==> config.mk <==
export PLATFORM = sky130hd
export DESIGN_NAME = prim_serdes_flat
export DESIGN_NICKNAME = d
export VERILOG_FILES = /design/src/rtl/prim_serdes_pkg.sv /design/src/rtl/prim_serdes_if.sv /design/src/rtl/prim_serdes_bitcnt.sv /design/src/rtl/prim_serdes.sv /design/src/flat_wrapper.sv
export SDC_FILE = /design/constraint.sdc
export NUM_CORES = 1
export LEC_CHECK = 0
export CAP_MARGIN = 20
export CELL_PAD_IN_SITES_DETAIL_PLACEMENT = 0
export CELL_PAD_IN_SITES_GLOBAL_PLACEMENT = 1
export CORE_MARGIN = 5
export CORE_UTILIZATION = 36
export CTS_CLUSTER_DIAMETER = 150
export CTS_CLUSTER_SIZE = 16
export DETAILED_ROUTE_END_ITERATION = 12
export PLACE_DENSITY_LB_ADDON = 0.1
export SYNTH_ARGS = -nofsm -noshare
export SYNTH_HDL_FRONTEND = slang
export SYNTH_SLANG_ARGS = --single-unit
==> constraint.sdc <==
create_clock -name clk_i -period 1.86 [get_ports clk_i]
set_input_delay 0.186 -clock clk_i [delete_from_list [all_inputs] [get_ports clk_i]]
set_output_delay 0.186 -clock clk_i [all_outputs]
set_load 0.01 [all_outputs]
==> src/rtl/prim_serdes_pkg.sv <==
// prim_serdes_pkg: shared types and helpers for the prim_serdes slice.
//   serdes_state_e : frame FSM state encoding (idle / shifting).
//   cnt_w()        : bit-counter width for a frame of a given length.
package prim_serdes_pkg;

    typedef enum logic [0:0] {
        SerIdle  = 1'b0,
        SerShift = 1'b1
    } serdes_state_e;

    // Counter width able to hold 0..width-1; never narrower than one bit.
    function automatic int cnt_w(input int width);
        return (width > 32'sd2) ? $clog2(width) : 32'sd1;
    endfunction

endpackage

==> src/rtl/prim_serdes_if.sv <==
// prim_serdes_if: parallel-side handshakes of prim_serdes.
//   tx_valid/tx_ready/tx_data : word offered for transmission.
//   rx_valid/rx_ready/rx_data : received word towards the consumer.
//   rx_overrun                : one-cycle pulse when an unaccepted word is overwritten.
//   master modport: producer/consumer side; slave modport: the serdes.
interface prim_serdes_if #(
    parameter int WIDTH = 8
);
    logic             tx_valid;
    logic             tx_ready;
    logic [WIDTH-1:0] tx_data;
    logic             rx_valid;
    logic             rx_ready;
    logic [WIDTH-1:0] rx_data;
    logic             rx_overrun;

    modport master (
        output tx_valid, tx_data, rx_ready,
        input  tx_ready, rx_valid, rx_data, rx_overrun
    );

    modport slave (
        input  tx_valid, tx_data, rx_ready,
        output tx_ready, rx_valid, rx_data, rx_overrun
    );
endinterface

==> src/rtl/prim_serdes_bitcnt.sv <==
// prim_serdes_bitcnt: counts shifted bits of the current frame.
//   clk_i, rst_ni : clock, asynchronous active-low reset.
//   clr_i         : synchronous clear to zero (priority over en_i).
//   en_i          : increment by one.
//   last_o        : count equals WIDTH-1 (next strobe ends the frame).
module prim_serdes_bitcnt
    import prim_serdes_pkg::*;
#(
    parameter int WIDTH = 8
) (
    input  logic clk_i,
    input  logic rst_ni,
    input  logic clr_i,
    input  logic en_i,
    output logic last_o
);
    localparam int CW = cnt_w(WIDTH);
    localparam logic [CW-1:0] LastVal = CW'(WIDTH - 1);

    logic [CW-1:0] cnt_r;

    // Bit counter register; the frame ends at WIDTH-1 so it never wraps.
    always_ff @(posedge clk_i or negedge rst_ni) begin
        if (!rst_ni) begin
            cnt_r <= {CW{1'b0}};
        end else if (clr_i) begin
            cnt_r <= {CW{1'b0}};
        end else if (en_i) begin
            cnt_r <= cnt_r + CW'(1);
        end else begin
            cnt_r <= cnt_r;
        end
    end

    assign last_o = (cnt_r == LastVal);

endmodule

==> src/rtl/prim_serdes.sv <==
// prim_serdes: full-duplex serializer/deserializer.
//   clk_i, rst_ni : clock, asynchronous active-low reset.
//   clr_i         : synchronous abort of the current frame.
//   en_i          : bit strobe, one shift per strobe while shifting.
//   msb_first_i   : bit order, captured at frame load.
//   serial_i/o    : serial input / output bit.
//   busy_o        : frame in progress.
//   bus           : tx/rx handshakes and overrun pulse (slave modport).
module prim_serdes
    import prim_serdes_pkg::*;
#(
    parameter int   WIDTH    = 8,
    parameter logic IDLE_LVL = 1'b0
) (
    input  logic             clk_i,
    input  logic             rst_ni,
    input  logic             clr_i,
    input  logic             en_i,
    input  logic             msb_first_i,
    input  logic             serial_i,
    output logic             serial_o,
    output logic             busy_o,
    prim_serdes_if.slave     bus
);
    if (WIDTH < 2) begin : g_width_check
        $error("prim_serdes: WIDTH must be at least 2");
    end

    serdes_state_e    state_r, state_n;
    logic [WIDTH-1:0] shreg_r, shreg_n, shifted_s;
    logic             dir_r, dir_n;
    logic [WIDTH-1:0] rx_data_r, rx_data_n;
    logic             rx_valid_r, rx_valid_n;
    logic             overrun_r, overrun_n;
    logic             serial_r, serial_n;
    logic             busy_r;
    logic             cnt_clr_s, cnt_en_s, cnt_last_s;

    // Bit presented on the line for a given register value and bit order.
    function automatic logic out_bit(input logic [WIDTH-1:0] v, input logic msb);
        return msb ? v[WIDTH-1] : v[0];
    endfunction

    prim_serdes_bitcnt #(.WIDTH(WIDTH)) u_bitcnt (
        .clk_i  (clk_i),
        .rst_ni (rst_ni),
        .clr_i  (cnt_clr_s),
        .en_i   (cnt_en_s),
        .last_o (cnt_last_s)
    );

    // Shift register value after one strobe in the frame's bit order.
    always_comb begin
        if (dir_r) begin
            shifted_s = {shreg_r[WIDTH-2:0], serial_i};
        end else begin
            shifted_s = {serial_i, shreg_r[WIDTH-1:1]};
        end
    end

    // Next-state, datapath and handshake logic of the frame FSM.
    always_comb begin
        state_n    = state_r;
        shreg_n    = shreg_r;
        dir_n      = dir_r;
        rx_data_n  = rx_data_r;
        rx_valid_n = rx_valid_r && !bus.rx_ready;
        overrun_n  = 1'b0;
        cnt_clr_s  = 1'b0;
        cnt_en_s   = 1'b0;
        case (state_r)
            SerIdle: begin
                if (!clr_i && bus.tx_valid) begin
                    shreg_n   = bus.tx_data;
                    dir_n     = msb_first_i;
                    cnt_clr_s = 1'b1;
                    state_n   = SerShift;
                end else begin
                    state_n = SerIdle;
                end
            end
            SerShift: begin
                if (clr_i) begin
                    cnt_clr_s = 1'b1;
                    state_n   = SerIdle;
                end else if (en_i) begin
                    shreg_n = shifted_s;
                    if (cnt_last_s) begin
                        // A still-pending word is only overrun if not taken this cycle.
                        cnt_clr_s  = 1'b1;
                        rx_data_n  = shifted_s;
                        rx_valid_n = 1'b1;
                        overrun_n  = rx_valid_r && !bus.rx_ready;
                        state_n    = SerIdle;
                    end else begin
                        cnt_en_s = 1'b1;
                    end
                end else begin
                    state_n = SerShift;
                end
            end
            default: begin
                cnt_clr_s = 1'b1;
                state_n   = SerIdle;
            end
        endcase
        // Line level is registered from next-state values so it is glitch-free.
        if (state_n == SerShift) begin
            serial_n = out_bit(shreg_n, dir_n);
        end else begin
            serial_n = IDLE_LVL;
        end
    end

    // State, datapath and registered outputs.
    always_ff @(posedge clk_i or negedge rst_ni) begin
        if (!rst_ni) begin
            state_r    <= SerIdle;
            shreg_r    <= {WIDTH{1'b0}};
            dir_r      <= 1'b0;
            rx_data_r  <= {WIDTH{1'b0}};
            rx_valid_r <= 1'b0;
            overrun_r  <= 1'b0;
            serial_r   <= IDLE_LVL;
            busy_r     <= 1'b0;
        end else begin
            state_r    <= state_n;
            shreg_r    <= shreg_n;
            dir_r      <= dir_n;
            rx_data_r  <= rx_data_n;
            rx_valid_r <= rx_valid_n;
            overrun_r  <= overrun_n;
            serial_r   <= serial_n;
            busy_r     <= (state_n == SerShift);
        end
    end

    assign bus.tx_ready   = (state_r == SerIdle) && !clr_i;
    assign bus.rx_valid   = rx_valid_r;
    assign bus.rx_data    = rx_data_r;
    assign bus.rx_overrun = overrun_r;
    assign serial_o       = serial_r;
    assign busy_o         = busy_r;

endmodule

==> src/flat_wrapper.sv <==
// flat-port wrapper written by rule: the top's interface ports become plain ports
module prim_serdes_flat import prim_serdes_pkg::*;
#(
    parameter int   WIDTH    = 8,
    parameter logic IDLE_LVL = 1'b0
)
  (clk_i, rst_ni, clr_i, en_i, msb_first_i, serial_i, serial_o, busy_o, bus_tx_valid, bus_tx_data, bus_rx_ready, bus_tx_ready, bus_rx_valid, bus_rx_data, bus_rx_overrun);
  prim_serdes_if #(.WIDTH(WIDTH)) bus_i ();
  input  logic clk_i;
  input  logic rst_ni;
  input  logic clr_i;
  input  logic en_i;
  input  logic msb_first_i;
  input  logic serial_i;
  output logic serial_o;
  output logic busy_o;
  input wire logic [$bits(bus_i.tx_valid)-1:0] bus_tx_valid;
  input wire logic [$bits(bus_i.tx_data)-1:0] bus_tx_data;
  input wire logic [$bits(bus_i.rx_ready)-1:0] bus_rx_ready;
  output wire logic [$bits(bus_i.tx_ready)-1:0] bus_tx_ready;
  output wire logic [$bits(bus_i.rx_valid)-1:0] bus_rx_valid;
  output wire logic [$bits(bus_i.rx_data)-1:0] bus_rx_data;
  output wire logic [$bits(bus_i.rx_overrun)-1:0] bus_rx_overrun;
  assign bus_i.tx_valid = bus_tx_valid;
  assign bus_i.tx_data = bus_tx_data;
  assign bus_i.rx_ready = bus_rx_ready;
  assign bus_tx_ready = bus_i.tx_ready;
  assign bus_rx_valid = bus_i.rx_valid;
  assign bus_rx_data = bus_i.rx_data;
  assign bus_rx_overrun = bus_i.rx_overrun;
  prim_serdes #(.WIDTH(WIDTH), .IDLE_LVL(IDLE_LVL)) u_core (.clk_i(clk_i), .rst_ni(rst_ni), .clr_i(clr_i), .en_i(en_i), .msb_first_i(msb_first_i), .serial_i(serial_i), .serial_o(serial_o), .busy_o(busy_o), .bus(bus_i));
endmodule
==> results.json <==
{
  "synth_fp_nets": 117,
  "die_h_um": 65.4,
  "syn_to_final_growth_pct": 34.9,
  "p_sw_frac": 0.248,
  "status": "complete, no violations",
  "grt_pass1_wl_um": 4060,
  "multi_input_area_um2": 473,
  "max_stage_delay_ps": 480,
  "clock-sinks": 24,
  "ys_async_sr_fraction": 1.00,
  "end_kind": "register",
  "wirelength_um": 2340,
  "fp.dieW_um": 65.4,
  "diodes": 0,
  "critPathRequiredTime_ps": 2080,
  "dpl_cell_area_mm2": 0.00144,
  "cts.hold.buffers_added": 0,
  "pwr-share-comb": 0.190,
  "cts_buffers": 3,
  "post_cts_buffers": 0,
  "p_clk_frac": 0.306,
  "vdd_drop_max_v": 0.000480,
  "viasPerCell": 5.05,
  "synth_top_cells_by_area": "dfrtp_1 54%, mux2i_1 7.3%, a221o_2 6.1%",
  "layout.area.seq_um2": 601,
  "final.min_clock_period_ps": 1640,
  "clkSlewWorstSetupHoldPaths_ps": 130,
  "dr.pass1.iters": 4,
  "io_buffers": 28,
  "finalCritPeriodShare": 0.883,
  "crit_path_top_delay_cell": "dfrtp_1",
  "internal-power_mw": 0.921,
  "synth_top_area_frac": 0.544,
  "grt-ovfl-total": 0,
  "start_kind": "register",
  "rrSetupSlack_ps": 220,
  "clk-insertion-delay-late_ps": 310,
  "drv_slew": 0,
  "clockRootBuffer": "clkbuf_4",
  "core_mm2": 0.00300,
  "grt_pass1_vias": 875,
  "tritoncts": "done",
  "drv_cap": 0,
  "yosys_register_bits": 24,
  "io_pins": 29,
  "critPathMaxFanout": 10,
  "clockBufferDepth": 2,
  "worst_pin_slew_ps": 453,
  "seqPwrFrac": 0.504,
  "die-area_mm2": 0.00427,
  "fin_skew_ps": 5.23,
  "yosys.area.top_type": "dfrtp_1",
  "n_fill_cell": 292,
  "fin_nets": 151,
  "crit_type": "reg2reg",
  "fin_cells": 164,
  "fin_util": 0.496,
  "netlist_instances": 98,
  "dp_hpwl_um": 1820,
  "cts_max_level": 1,
  "grt_usage": 0.124,
  "layout-drive-gt1-share": 0.153,
  "place_inst": 160,
  "grt_start_max_net_pins": 25,
  "fin_hold_ws_ps": 210,
  "hp-class": "in2async",
  "slew-limit-headroom": 0.697,
  "dr.first_iter.drc_count": 17,
  "fmax_mhz": 609,
  "cts_resized": 0,
  "cp.arrival_ps": 1860,
  "p_total_mw": 1.22,
  "antenna_found_initial": 0,
  "drc": 0,
  "syn_area_per_cell_um2": 11.3,
  "synth_cell_type_count": 25,
  "num_vias": 828,
  "hold_viol_final": 0,
  "synth_edf_count": 0,
  "setup_viol": 0,
  "ant_nets": 0,
  "fin_area_mm2": 0.00149,
  "rsz0062_at_grt": "no",
  "initial_core_util": 0.367,
  "gp_congestion": 0.820,
  "ys.flop_type": "dfrtp_1",
  "netSwitchingPower_mw": 0.304,
  "power.static_leakage_nw": 0.671,
  "post_drt_wl_per_cell_um": 14.3,
  "synth_seq_area_share": 0.544,
  "netlist_area_mm2": 0.00110,
  "reg2regPathDepth": 5,
  "power_density_mw_per_mm2": 823,
  "yosysWarnings": 0,
  "crit_chain": "nor3b_2, buf_4, nor2_4, a221o_1, a22o_1",
  "row_count": 20
}
metrics by stage:
stage          setup WS [ps]  TNS (ps)
3_3_place_gp            59.9         0
2_1_floorplan            342         0
4_1_cts                  196         0
3_5_place_dp           -6.25     -6.25
6_report                 218         0
5_1_grt                 80.9         0
area by class of cell:
type	instances	share of cell area
clock buffers	3	0.0151
inverters	1	0.00252
clock inverters	1	0.0202
multi-input cells	69	0.318
well taps	33	0.0277
flip-flops and latches	24	0.403
repair buffers	33	0.213
cell usage after synthesis, drive strengths merged (2+ instances only):
master / count
a221o: 8
buf: 4
mux2i: 8
nand2: 12
nor2: 13
a21o: 2
o21ai: 11
dfrtp: 24
ha: 3
a21oi: 2
flip-flops by register name (all words and copies together), names as in the netlist:
register               flops
u_core.bus.rx_data         8
u_core.bus.rx_overrun      1
u_core.bus.rx_valid        1
u_core.dir_r               1
u_core.serial_o            1
u_core.shreg_r             8
u_core.state_r             1
u_core.u_bitcnt.cnt_r      3
metal layers:
layer / share of wire / GRT usage / up-vias / wire length, µm
met2: 0.47 / 0.209 / 20 / 1110
li1: - / - / 419 / -
met4: 0.0064 / 0.0233 / 0 / 15
met1: 0.46 / 0.152 / 387 / 1090
met3: 0.055 / 0.0462 / 2 / 129
met5: 0 / 0 / - / 0
critical path: cells and delay by family, from the launching register on:
kind	cells	cell delay [ps]
AOI/OAI and AO/OA	2	520
DFF	1	480
and+or+nand+nor	2	320
buffers and inverters	1	230
power groups by stage:
stage               Clock (mW)  Sequential, mW  Combinational, mW
floorplan                    0           0.610              0.147
global placement             0           0.628              0.235
detailed placement           0           0.627              0.236
CTS                      0.392           0.618              0.236
global route             0.422           0.624              0.260
finish                   0.375           0.618              0.232
worst paths after layout:
kind | end | from
min in group clk_i | u_core.bus.rx_overrun | bus_rx_ready
worst min-delay path | u_core.bus.rx_data[4] | rst_ni
worst min register to register | u_core.bus.rx_data[0] | u_core.bus.rx_data[0]
worst max-delay path | u_core.serial_o | u_core.state_r
max in group asynchronous | u_core.u_bitcnt.cnt_r[2] | rst_ni
worst max register to register | u_core.serial_o | u_core.state_r
kinds of logic after synthesis:
family	Yosys count	share of synthesized area
flops	24	0.544
xor+xnor	1	0.00794
simple gates	31	0.135
mux	9	0.0828
compound gates	25	0.169
fa+ha+maj	3	0.0340
buf+inv	5	0.0272
layout by cell type (no fill, tap or decap), types with 2 or more instances in the layout:
master           Yosys  final
clkdlybuf4s50_1      0     28
dfrtp_1             24     24
nor2_1              12     12
nand2_1             12     12
o21ai_0             11     11
mux2i_1              8      8
a221o_2              6      6
buf_4                0      5
ha_1                 3      3
clkbuf_4             0      3
a221o_1              2      2
a21oi_1              2      2
Power figures use the tool's default switching activity.
